--- src/rtl/ram_arbiter_if.sv ---
// ram_arbiter_if: single-word request/acknowledge bus between one master and the SRAM arbiter
interface ram_arbiter_if;
  logic        req;
  logic        we;
  logic [15:0] addr;
  logic [15:0] wdata;
  logic [1:0]  be;
  logic        ack;
  logic [15:0] rdata;
  modport master (output req, we, addr, wdata, be, input ack, rdata);
  modport slave (input req, we, addr, wdata, be, output ack, rdata);
endinterface

--- src/rtl/ram_arbiter.sv ---
// ram_arbiter: two-port arbiter/sequencer for the SRAM MAR/MDR register block, with read-modify-write for partial writes.
// Define RAM_ARB_FIXED_PRIO_EN for fixed port-0 priority instead of round-robin.
module ram_arbiter #(
  parameter int WAIT_CYCLES = 1
) (
  input  logic        clock,
  input  logic        reset,
  ram_arbiter_if.slave p0,
  ram_arbiter_if.slave p1,
  output logic        reg_load_ub,
  output logic        reg_load_lb,
  output logic        reg_sel,
  output logic        read,
  output logic        write,
  output logic [15:0] reg_d,
  input  logic [15:0] reg_q
);
  typedef enum logic [2:0] {IDLE, ADDR, READ, DATA, WRITE, CAPT, DONE} state_t;
  state_t      state, nxt;
  logic        sel, port, pn, last, we, w_we;
  logic [1:0]  be, w_be;
  logic [15:0] addr, wdata, w_addr, w_wdata;
  logic [3:0]  cnt;
  logic        ld_ub_n, ld_lb_n, sel_n, read_n, write_n, ack_n;
  logic [15:0] reg_d_n;
`ifdef RAM_ARB_FIXED_PRIO_EN
  assign sel = ~p0.req;
`else
  logic ptr;
  assign sel = (p0.req & p1.req) ? ptr : p1.req;
  always_ff @(posedge clock or posedge reset)
    if (reset) ptr <= 1'b0;
    else if (ack_n) ptr <= ~pn;
`endif
  assign w_we    = sel ? p1.we : p0.we;
  assign w_be    = sel ? p1.be : p0.be;
  assign w_addr  = sel ? p1.addr : p0.addr;
  assign w_wdata = sel ? p1.wdata : p0.wdata;
  assign pn      = (state == IDLE) ? sel : port;
  assign last    = cnt == 4'(WAIT_CYCLES - 1);
  always_ff @(posedge clock or posedge reset)
    if (reset) begin
      state       <= IDLE;
      cnt         <= '0;
      port        <= 1'b0;
      we          <= 1'b0;
      be          <= '0;
      addr        <= '0;
      wdata       <= '0;
      reg_load_ub <= 1'b0;
      reg_load_lb <= 1'b0;
      reg_sel     <= 1'b0;
      read        <= 1'b0;
      write       <= 1'b0;
      reg_d       <= '0;
      p0.ack      <= 1'b0;
      p1.ack      <= 1'b0;
      p0.rdata    <= '0;
      p1.rdata    <= '0;
    end else begin
      state       <= nxt;
      cnt         <= (nxt == state && (state == READ || state == WRITE)) ? cnt + 4'd1 : '0;
      if (state == IDLE) begin
        port  <= sel;
        we    <= w_we;
        be    <= w_be;
        addr  <= w_addr;
        wdata <= w_wdata;
      end
      reg_load_ub <= ld_ub_n;
      reg_load_lb <= ld_lb_n;
      reg_sel     <= sel_n;
      read        <= read_n;
      write       <= write_n;
      reg_d       <= reg_d_n;
      p0.ack      <= ack_n & ~pn;
      p1.ack      <= ack_n & pn;
      if (state == CAPT && !port) p0.rdata <= reg_q;
      if (state == CAPT && port) p1.rdata <= reg_q;
    end
  always_comb begin
    nxt = state;
    case (state)
      IDLE:    if (p0.req | p1.req) nxt = (w_we && w_be == 2'b00) ? DONE : ADDR;
      ADDR:    nxt = (we && be == 2'b11) ? DATA : READ;
      READ:    if (last) nxt = we ? DATA : CAPT;
      DATA:    nxt = WRITE;
      WRITE:   if (last) nxt = DONE;
      CAPT:    nxt = DONE;
      default: nxt = IDLE;
    endcase
  end
  // outputs are decoded from the next state so every strobe leaves a flop
  always_comb begin
    sel_n   = nxt == ADDR;
    ld_ub_n = (nxt == ADDR) | ((nxt == DATA) & be[1]);
    ld_lb_n = (nxt == ADDR) | ((nxt == DATA) & be[0]);
    read_n  = nxt == READ;
    write_n = nxt == WRITE;
    ack_n   = nxt == DONE;
    reg_d_n = (nxt == ADDR) ? w_addr : (nxt == DATA) ? wdata : 16'h0000;
  end
endmodule

--- src/flat_wrapper.sv ---
// flat-port wrapper written by rule: the top's interface ports become plain ports
module ram_arbiter_flat 
#(
  parameter int WAIT_CYCLES = 1
)
  (clock, reset, reg_load_ub, reg_load_lb, reg_sel, read, write, reg_d, reg_q, p0_req, p0_we, p0_addr, p0_wdata, p0_be, p0_ack, p0_rdata, p1_req, p1_we, p1_addr, p1_wdata, p1_be, p1_ack, p1_rdata);
  ram_arbiter_if p0_i ();
  ram_arbiter_if p1_i ();
  input  logic clock;
  input  logic reset;
  output logic reg_load_ub;
  output logic reg_load_lb;
  output logic reg_sel;
  output logic read;
  output logic write;
  output logic [15:0] reg_d;
  input  logic [15:0] reg_q;
  input wire logic [$bits(p0_i.req)-1:0] p0_req;
  input wire logic [$bits(p0_i.we)-1:0] p0_we;
  input wire logic [$bits(p0_i.addr)-1:0] p0_addr;
  input wire logic [$bits(p0_i.wdata)-1:0] p0_wdata;
  input wire logic [$bits(p0_i.be)-1:0] p0_be;
  output wire logic [$bits(p0_i.ack)-1:0] p0_ack;
  output wire logic [$bits(p0_i.rdata)-1:0] p0_rdata;
  input wire logic [$bits(p1_i.req)-1:0] p1_req;
  input wire logic [$bits(p1_i.we)-1:0] p1_we;
  input wire logic [$bits(p1_i.addr)-1:0] p1_addr;
  input wire logic [$bits(p1_i.wdata)-1:0] p1_wdata;
  input wire logic [$bits(p1_i.be)-1:0] p1_be;
  output wire logic [$bits(p1_i.ack)-1:0] p1_ack;
  output wire logic [$bits(p1_i.rdata)-1:0] p1_rdata;
  assign p0_i.req = p0_req;
  assign p0_i.we = p0_we;
  assign p0_i.addr = p0_addr;
  assign p0_i.wdata = p0_wdata;
  assign p0_i.be = p0_be;
  assign p0_ack = p0_i.ack;
  assign p0_rdata = p0_i.rdata;
  assign p1_i.req = p1_req;
  assign p1_i.we = p1_we;
  assign p1_i.addr = p1_addr;
  assign p1_i.wdata = p1_wdata;
  assign p1_i.be = p1_be;
  assign p1_ack = p1_i.ack;
  assign p1_rdata = p1_i.rdata;
  ram_arbiter #(.WAIT_CYCLES(WAIT_CYCLES)) u_core (.clock(clock), .reset(reset), .p0(p0_i), .p1(p1_i), .reg_load_ub(reg_load_ub), .reg_load_lb(reg_load_lb), .reg_sel(reg_sel), .read(read), .write(write), .reg_d(reg_d), .reg_q(reg_q));
endmodule
--- config.mk ---
export PLATFORM = sky130hd
export DESIGN_NAME = ram_arbiter_flat
export DESIGN_NICKNAME = d
export VERILOG_FILES = /design/src/rtl/ram_arbiter_if.sv /design/src/rtl/ram_arbiter.sv /design/src/flat_wrapper.sv
export SDC_FILE = /design/constraint.sdc
export NUM_CORES = 1
export LEC_CHECK = 0
export ABC_CLOCK_PERIOD_IN_PS = 3500
export CAP_MARGIN = 30
export CORE_ASPECT_RATIO = 0.7
export CORE_MARGIN = 3
export CORE_UTILIZATION = 32
export DETAILED_ROUTE_END_ITERATION = 10
export GPL_TIMING_DRIVEN = 0
export PLACE_DENSITY = 0.62
export SLEW_MARGIN = 30
export SYNTH_ARGS = -nofsm -noshare
export SYNTH_HDL_FRONTEND = slang
export SYNTH_SLANG_ARGS = --single-unit
--- constraint.sdc ---
create_clock -name clock -period 3.5 [get_ports clock]
set_clock_uncertainty 0.1 [all_clocks]
set_input_delay 1.05 -clock clock [delete_from_list [all_inputs] [get_ports clock]]
set_output_delay 1.05 -clock clock [all_outputs]
set_load 0.05 [all_outputs]
# --- After elaboration in Yosys (flattened, before gate mapping) ---
# Cells that the tools add are included.
word_totals:
  ff_bits: 83
  out_inout_bits: 55
op_classes:
  addsub: 1
  n_eq_ne: 12
  n_mux: 16
  bitwise_logic: 9
  reduce_logical: 10
op_table:
  columns: ["operator", "count"]
  rows:
  - ["2-to-1 mux 16 bit", 4]
  - ["case mux 3 bit (6 select lines)", 1]
  - ["2-to-1 mux 3 bit", 5]
  - ["equality test 3 x 2 -> 1 bit, second input constant", 4]
  - ["equality test 3 bit, second input constant", 4]
  - ["equality test 3 x 1 -> 1 bit, second input constant", 2]
  - ["bitwise AND 1 bit", 5]
  - ["logical AND 1 bit", 5]
  - ["adder 4 x 1 -> 4 bit, second input constant", 1]
  - ["zero test 4 bit", 1]
  - ["2-to-1 mux 1 bit", 4]
  - ["2-to-1 mux 4 bit", 1]
  - ["equality test 3 bit", 1]
  - ["zero test 3 bit", 1]
  - ["bitwise OR 1 bit", 3]
  - ["equality test 2 bit, second input constant", 1]
  - ["zero test 2 bit", 1]
  - ["2-to-1 mux 2 bit", 1]
  - ["zero test 1 bit", 1]
  - ["logical OR 1 bit", 1]
  - ["inverter 1 bit", 1]

# --- Longest topological paths before layout ---
# Gate-level depths: netlist of the first run.
logic_depth:
  word_depth: 11
  mapped_depth: 8
  ltp_nobuf: 7

# --- Worst setup path before layout of the first run ---
# No wires, ideal clock.
synth_path:
  kind: "input-to-reg"
  start: "in p1_req"
  end: "reg u_core.reg_d[9]"
  setup_ps: 95
  arrival_ps: 2373
  t_required_ps: 3305
  slack_ps: 932
  path_stages: 6
  n_path_buf: 2
  cell_sequence: "clkbuf_1 -> a21boi_0 -> a32o_1 -> o311a_4 -> buf_6 -> o32ai_2"
synth_via:
  elab_chain_len: 11
synth_rtl:
  columns: ["element", "line", "text"]
  rows:
  - ["start: declaration", "flat_wrapper.sv:25", "input wire logic [$bits(p1_i.req)-1:0] p1_req;"]
  - ["bitwise AND 1 bit", "ram_arbiter.sv:30", "assign sel = (p0.req & p1.req) ? ptr : p1.req;"]
  - ["2-to-1 mux 1 bit", "ram_arbiter.sv:30", null]
  - ["2-to-1 mux 2 bit", "ram_arbiter.sv:36", "assign w_be = sel ? p1.be : p0.be;"]
  - ["zero test 2 bit", "ram_arbiter.sv:84", "IDLE: if (p0.req | p1.req) nxt = (w_we && w_be == 2'b00) ? DONE : ADDR;"]
  - ["logical AND 1 bit", "ram_arbiter.sv:84", null]
  - ["2-to-1 mux 3 bit (2 in series)", "ram_arbiter.sv:84", null]
  - ["case mux 3 bit (6 select lines)", "ram_arbiter.sv:83", "case (state)"]
  - ["equality test 3 x 2 -> 1 bit", "ram_arbiter.sv:101", "reg_d_n = (nxt == ADDR) ? w_addr : (nxt == DATA) ? wdata : 16'h0000;"]
  - ["2-to-1 mux 16 bit", "ram_arbiter.sv:101", null]
  - ["2-to-1 mux 16 bit (*)", "ram_arbiter.sv:101", null]
  - ["net u_core.reg_d_n[9]", "ram_arbiter.sv:25", "logic [15:0] reg_d_n;"]
  - ["end signal: assignment", "ram_arbiter.sv:75", "reg_d <= reg_d_n;"]
  - ["end: declaration", "ram_arbiter.sv:15", "output logic [15:0] reg_d,"]
# Mark *: on every way through the listed nets, which the timed path passes. The rest lies on a longest branch.
# A chain may end at the register's enable or synchronous reset.

# --- Final worst setup path of the first run ---
layout_path:
  start: "in p0_req"
  end: "reg u_core.reg_d[13]"
layout_via:
  elab_chain_len: 11
layout_rtl:
  columns: ["element", "line", "text"]
  rows:
  - ["start: declaration", "flat_wrapper.sv:18", "input wire logic [$bits(p0_i.req)-1:0] p0_req;"]
  - ["bitwise AND 1 bit", "ram_arbiter.sv:30", null]
  - ["2-to-1 mux 1 bit", "ram_arbiter.sv:30", null]
  - ["2-to-1 mux 2 bit", "ram_arbiter.sv:36", null]
  - ["zero test 2 bit", "ram_arbiter.sv:84", null]
  - ["logical AND 1 bit", "ram_arbiter.sv:84", null]
  - ["2-to-1 mux 3 bit (2 in series)", "ram_arbiter.sv:84", null]
  - ["case mux 3 bit (6 select lines)", "ram_arbiter.sv:83", null]
  - ["equality test 3 x 2 -> 1 bit", "ram_arbiter.sv:101", null]
  - ["2-to-1 mux 16 bit", "ram_arbiter.sv:101", null]
  - ["2-to-1 mux 16 bit (*)", "ram_arbiter.sv:101", null]
  - ["net u_core.reg_d_n[13]", "ram_arbiter.sv:25", null]
# Marked as above.

==> results.toml, run 1 <==
[global_routing]
grt_pass1_vias = 3067
grt_antenna_before_repair = 0
globalRouteTotalUtil = 0.1539
grt-ovfl-total = 0
grt_max_degree = 52
wire_length_of_the_first_global_routing_pass_mm = 15.80

[setup_path]
worst_setup_path_start_kind = "input pin"
reg2regPathDepth = 8
worst-endpoint-required_ps = 3600
worst-endpoint-arrival_ps = 3060
crit_path_end_kind = "flop"
criticalPathCategory = "in2reg"
timing.critical_path.fanout_max = 10

[placement]
numPortBuffers = 143
dp_hpwl_mm = 7.503
finalWeightedCongestion = 0.7929
postPlaceCellArea_um2 = 5475

[route]
first_pass_iters = 4
vias = 2953
drc_errors = 0
routed_via_density = 4.748
drt-wirelength-per-cell_um = 16.11
antenna_left = 0
drt-initial-drc-count = 103
drt_wl_total_mm = 10.02

[clock_tree]
cts_tree = "built"
clk_pin_slew_ps = 60
cts-htree-levels = 3
clk_root_buffer_cell = "sky130_fd_sc_hd__clkbuf_16"
numCtsBuffers = 9
holdBufCountCts = 0
cts_resized = 0
worstSkewPairLatency_ps = 330
clock_path_buffers = 2
postCtsSetupRepairBufs = 0
clkSinkCount = 83

[logic_synthesis]
synth_seq_cells = 83
synth-seq-area-share = 0.5437
synth.top_cells.by_area = "sky130_fd_sc_hd__dfrtp_1 54%, sky130_fd_sc_hd__mux2_2 9.7%, sky130_fd_sc_hd__mux2i_1 8.9%"
synthDominantAreaCellType = "sky130_fd_sc_hd__dfrtp_1"
post_syn_instances = 311
post_synthesis_instance_area_um2 = 3820
synth-async-reset-ratio = 1.000
ys.flop_type = "sky130_fd_sc_hd__dfrtp_1"
synth_nets = 403
ys_warn_count = 0
synth_commonest_cells = "83 x sky130_fd_sc_hd__dfrtp_1, 42 x sky130_fd_sc_hd__nand2_1, 34 x sky130_fd_sc_hd__mux2i_1"
synth.top_cell.area_share = 0.5437
synthDistinctLibCells = 33
post-synth-top-count-cell = "sky130_fd_sc_hd__dfrtp_1"
synthesis.area_per_instance_um2 = 12.28
count_of_flip_flops_with_a_built_in_enable_after_synthesis = 0

[final_layout]
areaGrowthSynthToFinish_pct = 50.74
drive_above_1_share = 0.1663
post-route-util = 0.5082
finish.instance_area_um2 = 5758
num-nets-final = 558
antennaDiodeCount = 0

[power_and_ir_drop]
fin_total_pwr_w = 0.005766
power.internal_w = 0.003141
sequentialPowerShare = 0.281
switching_power_w = 0.002625
power_density_nw_per_um2 = 1001
switching_share = 0.4552
proportion_of_power_drawn_by_the_clock_network = 0.157
peakVddDrop_mv = 0.4400
combPwrFrac = 0.562
p_leak_nw = 2.502

[sta]
final_hold_violating_endpoints = 0
finalWorstPathRequiredPeriod_ps = 2962
max_clock_freq_mhz = 337.6
rsz0062_at_grt = "false"
slew_headroom = 0.4865
tightestPinTransition_ps = 759.5
post-route-period-util = 0.8463
final-setup-viol-count = 0
final_max_slew_viol_count = 0

[floorplan]
row_count = 32
ios = 145
dieHeight_um = 97.41
starting_density = 0.3371
die_w_um = 136.6
floorplan.core_area_um2 = 11330
dieArea_um2 = 13300

[min_path]
class_of_the_tightest_hold_or_removal_check = "reg2reg"
hold-path-cell-count = 2

[job]
max-cap-violations = 0

[outcome]
outcome = "completed"
[area by class of cell]
cell class | instances | area (um2)
Fill cell | 1025 | 5573
Sequential cell | 83 | 2077
Multi-Input combinational cell | 200 | 1605
Timing Repair Buffer | 144 | 1459
Clock buffer | 11 | 242.7
Tap cell | 153 | 191.4
Buffer | 20 | 107.6
Clock inverter | 3 | 40.04
Inverter | 8 | 35.03
[registers in the layout (all words and copies together), names as in the netlist, 2 cells and up]
signal and flops:
u_core.wdata 16, u_core.p1.rdata 16, u_core.p0.rdata 16, u_core.be 2
u_core.cnt 4, u_core.state 3, u_core.reg_d 16
[critical path: stages]
cell	delay, ps
sky130_fd_sc_hd__clkdlybuf4s50_1	500
sky130_fd_sc_hd__nand2b_1	60
sky130_fd_sc_hd__clkbuf_1	140
sky130_fd_sc_hd__nand2_1	420
sky130_fd_sc_hd__buf_2	430
sky130_fd_sc_hd__mux2i_1	330
sky130_fd_sc_hd__o32ai_2	120
[power by group through the flow]
stage / Sequential [W] / Combinational, W / Clock [W]
final: 0.00162 / 0.00324 / 0.000905
after floorplan: 0.00265 / 0.00118 / 0
after global routing: 0.00168 / 0.00345 / 0.000974
after detailed placement: 0.00164 / 0.00326 / 0
after global placement: 0.00162 / 0.00322 / 0
after CTS: 0.00162 / 0.00328 / 0.000939
[metrics by stage]
| step | TNS (ps) | hold slack (ps) | cells | setup WS [ps] |
|---|---|---|---|---|
| global route | 0 | 405.2 | 622 | 392.1 |
| floorplan | 0 | 349.7 | 311 | 213.2 |
| CTS | 0 | 382.6 | 622 | 528.4 |
| finish | 0 | 376.3 | 622 | 537.9 |
| global placement | -90180 | 361.0 | 607 | -1093 |
| detailed placement | 0 | 369.9 | 608 | 176.2 |
[cell families (layout without fill, tap and decap cells)]
kind of cell / after synthesis / count (layout) / synth area share
muxes: 67 / 67 / 0.1864
adders and majority gates: 2 / 2 / 0.006550
and+or+nand+nor: 77 / 77 / 0.09401
AOI/OAI and AO/OA: 52 / 52 / 0.1287
DFF: 83 / 83 / 0.5437
xor gates and xnor gates: 2 / 2 / 0.004586
buffers and inverters: 28 / 186 / 0.03603
[layer usage]
layer  part of all wire  global-route usage
met1               0.45              0.2048
met2               0.46              0.2369
met3              0.082             0.05694
met4              0.010             0.03950
met5                  0                   0
[placed cells by master, fill, tap and decap left out, drive strengths merged]
cell and count:
and4b 3, o211ai 1, nor3 5, inv 8, o32a 1, nand3 2
o32ai 17, nand2b 4, xor2 2, clkdlybuf4s50 143, a21boi 1, nor2b 1
nand4 1, o21ai 21, nor4bb 1, mux2i 34, clkbuf 20, bufinv 1
a21oi 6, or3 1, o21ba 1, nor3b 3, clkinv 2, nand2 42
and2 1, dfrtp 83, nor4b 1, buf 12, o311a 1, ha 2
mux2 33, nor2 12, a32o 2, a31oi 1
[path summary, 6_finish.rpt]
path | from | to | slack [ps]
max in group asynchronous | reset | u_core.port | 1770
worst max-delay path | p0_req | u_core.reg_d[13] | 540
worst min-delay path | u_core.wdata[13] | u_core.wdata[13] | 380
worst max register to register | u_core.cnt[0] | u_core.reg_d[10] | 980
min in group asynchronous | reset | u_core.p1.rdata[15] | 970
worst min register to register | u_core.wdata[13] | u_core.wdata[13] | 380
No activity file was read; power rests on OpenSTA's default activity.
==> run 2: changes to the inputs <==
ABC_CLOCK_PERIOD_IN_PS = 3000   (was 3500)
clock period = 3 ns   (was 3.5 ns; I/O delays follow)
==> results.toml, run 2 (same netlist as run 1, synthesis figures left out) <==
[job]
max-cap-violations = 0

[sta]
final-setup-viol-count = 0
finalWorstPathRequiredPeriod_ps = 2821
max_clock_freq_mhz = 354.5
final_hold_violating_endpoints = 0
final.setup.tns_ps = 0
rsz0062_at_grt = "false"
fin_ws_ps = 178.8
final_max_slew_viol_count = 0
tightestPinTransition_ps = 735.3
slew_headroom = 0.5029
post-route-period-util = 0.9404

[setup_path]
reg2regPathDepth = 8
criticalPathCategory = "in2reg"
timing.critical_path.fanout_max = 10
worst-endpoint-required_ps = 3090
worst_setup_path_start_kind = "input pin"
crit_path_end_kind = "flop"
worst-endpoint-arrival_ps = 2910

[global_routing]
grt_pass1_vias = 3166
grt-ovfl-total = 0
wire_length_of_the_first_global_routing_pass_mm = 16.34
grt_antenna_before_repair = 0
globalRouteTotalUtil = 0.1572
grt_max_degree = 31

[clock_tree]
holdBufCountCts = 0
clk_pin_slew_ps = 60
clock_path_buffers = 2
clk_root_buffer_cell = "sky130_fd_sc_hd__clkbuf_16"
worstSkewPairLatency_ps = 330
cts_resized = 0
postCtsSetupRepairBufs = 0
numCtsBuffers = 9
cts-htree-levels = 3
cts_tree = "built"
clkSinkCount = 83

[placement]
numPortBuffers = 143
postPlaceCellArea_um2 = 5507
dp_slack_ps = -155.8
dp_hpwl_mm = 7.625
finalWeightedCongestion = 0.8639

[power_and_ir_drop]
peakVddDrop_mv = 0.5045
fin_total_pwr_w = 0.006757
p_leak_nw = 2.513
power_density_nw_per_um2 = 1166

[floorplan]
row_count = 32
dieHeight_um = 97.41
dieArea_um2 = 13300
die_w_um = 136.6
starting_density = 0.3371
floorplan.core_area_um2 = 11330
ios = 145

[final_layout]
num-nets-final = 560
most_frequent_cells_in_the_layout = "143 x sky130_fd_sc_hd__clkdlybuf4s50_1, 83 x sky130_fd_sc_hd__dfrtp_1, 42 x sky130_fd_sc_hd__nand2_1"
antennaDiodeCount = 0
areaGrowthSynthToFinish_pct = 51.72
finish.instance_area_um2 = 5796
final_common_cell = "sky130_fd_sc_hd__clkdlybuf4s50_1"
drive_above_1_share = 0.1670

[route]
first_pass_iters = 4
vias = 2944
routed_via_density = 4.703
antenna_left = 0
drc_errors = 0
drt-initial-drc-count = 155
drt-wirelength-per-cell_um = 15.85
drt_wl_total_mm = 9.921

[min_path]
class_of_the_tightest_hold_or_removal_check = "reg2reg"
hold-path-cell-count = 2

[outcome]
outcome = "completed"
## run 2: cell count changes in the layout (fill, tap and decap cells not counted), sizes merged
cell,delta
clkbuf,+3
buf,+2
clkinv,-1
clkinvlp,+1
inv,-1
## run 2: layer usage
layer	part of all wire	vias to the layer above	track usage
met5	0	-	0
met4	0.0079	0	0.03331
met3	0.076	10	0.05538
met2	0.47	86	0.2453
met1	0.45	1427	0.2112
li1	-	1421	-
## run 2: path summary, 6_finish.rpt
check	startpoint	endpoint	slack, ps
worst max-delay path	p0_req	u_core.wdata[4]	180
worst min-delay path	u_core.wdata[11]	u_core.wdata[11]	380
worst max register to register	u_core.cnt[0]	u_core.reg_d[14]	470
worst min register to register	u_core.wdata[11]	u_core.wdata[11]	380
max in group asynchronous	reset	u_core.wdata[0]	1520
min in group asynchronous	reset	u_core.p0.rdata[6]	720
## run 2: worst max-delay path, cell delays in order
cell	delay [ps]
sky130_fd_sc_hd__clkdlybuf4s50_1	500
sky130_fd_sc_hd__nand2b_1	60
sky130_fd_sc_hd__clkbuf_1	140
sky130_fd_sc_hd__nand2_1	410
sky130_fd_sc_hd__buf_2	440
sky130_fd_sc_hd__mux2i_1	320
sky130_fd_sc_hd__o21ai_0	120
## run 2: cell type report
type	count	area, um2
Sequential cell	83	2077
Buffer	20	107.6
Clock inverter	2	35.03
Tap cell	153	191.4
Timing Repair Buffer	146	1491
Clock buffer	14	254.0
Inverter	8	33.78
Fill cell	983	5535
Multi-Input combinational cell	200	1605
## run 2: report_power, final
group	internal [W]	switching (W)
sequential	0.00164	0.000255
clock	0.000667	0.000412
combinational	0.00137	0.00241
## run 2: per-stage QoR
step	hold slack (ps)	instances	util
final	378.9	626	0.5115
after CTS	382.9	626	0.5115
after floorplan	349.7	311	-
after global placement	361.3	607	0.4807
after detailed placement	370.0	610	0.4860
after global routing	407.4	626	0.5115
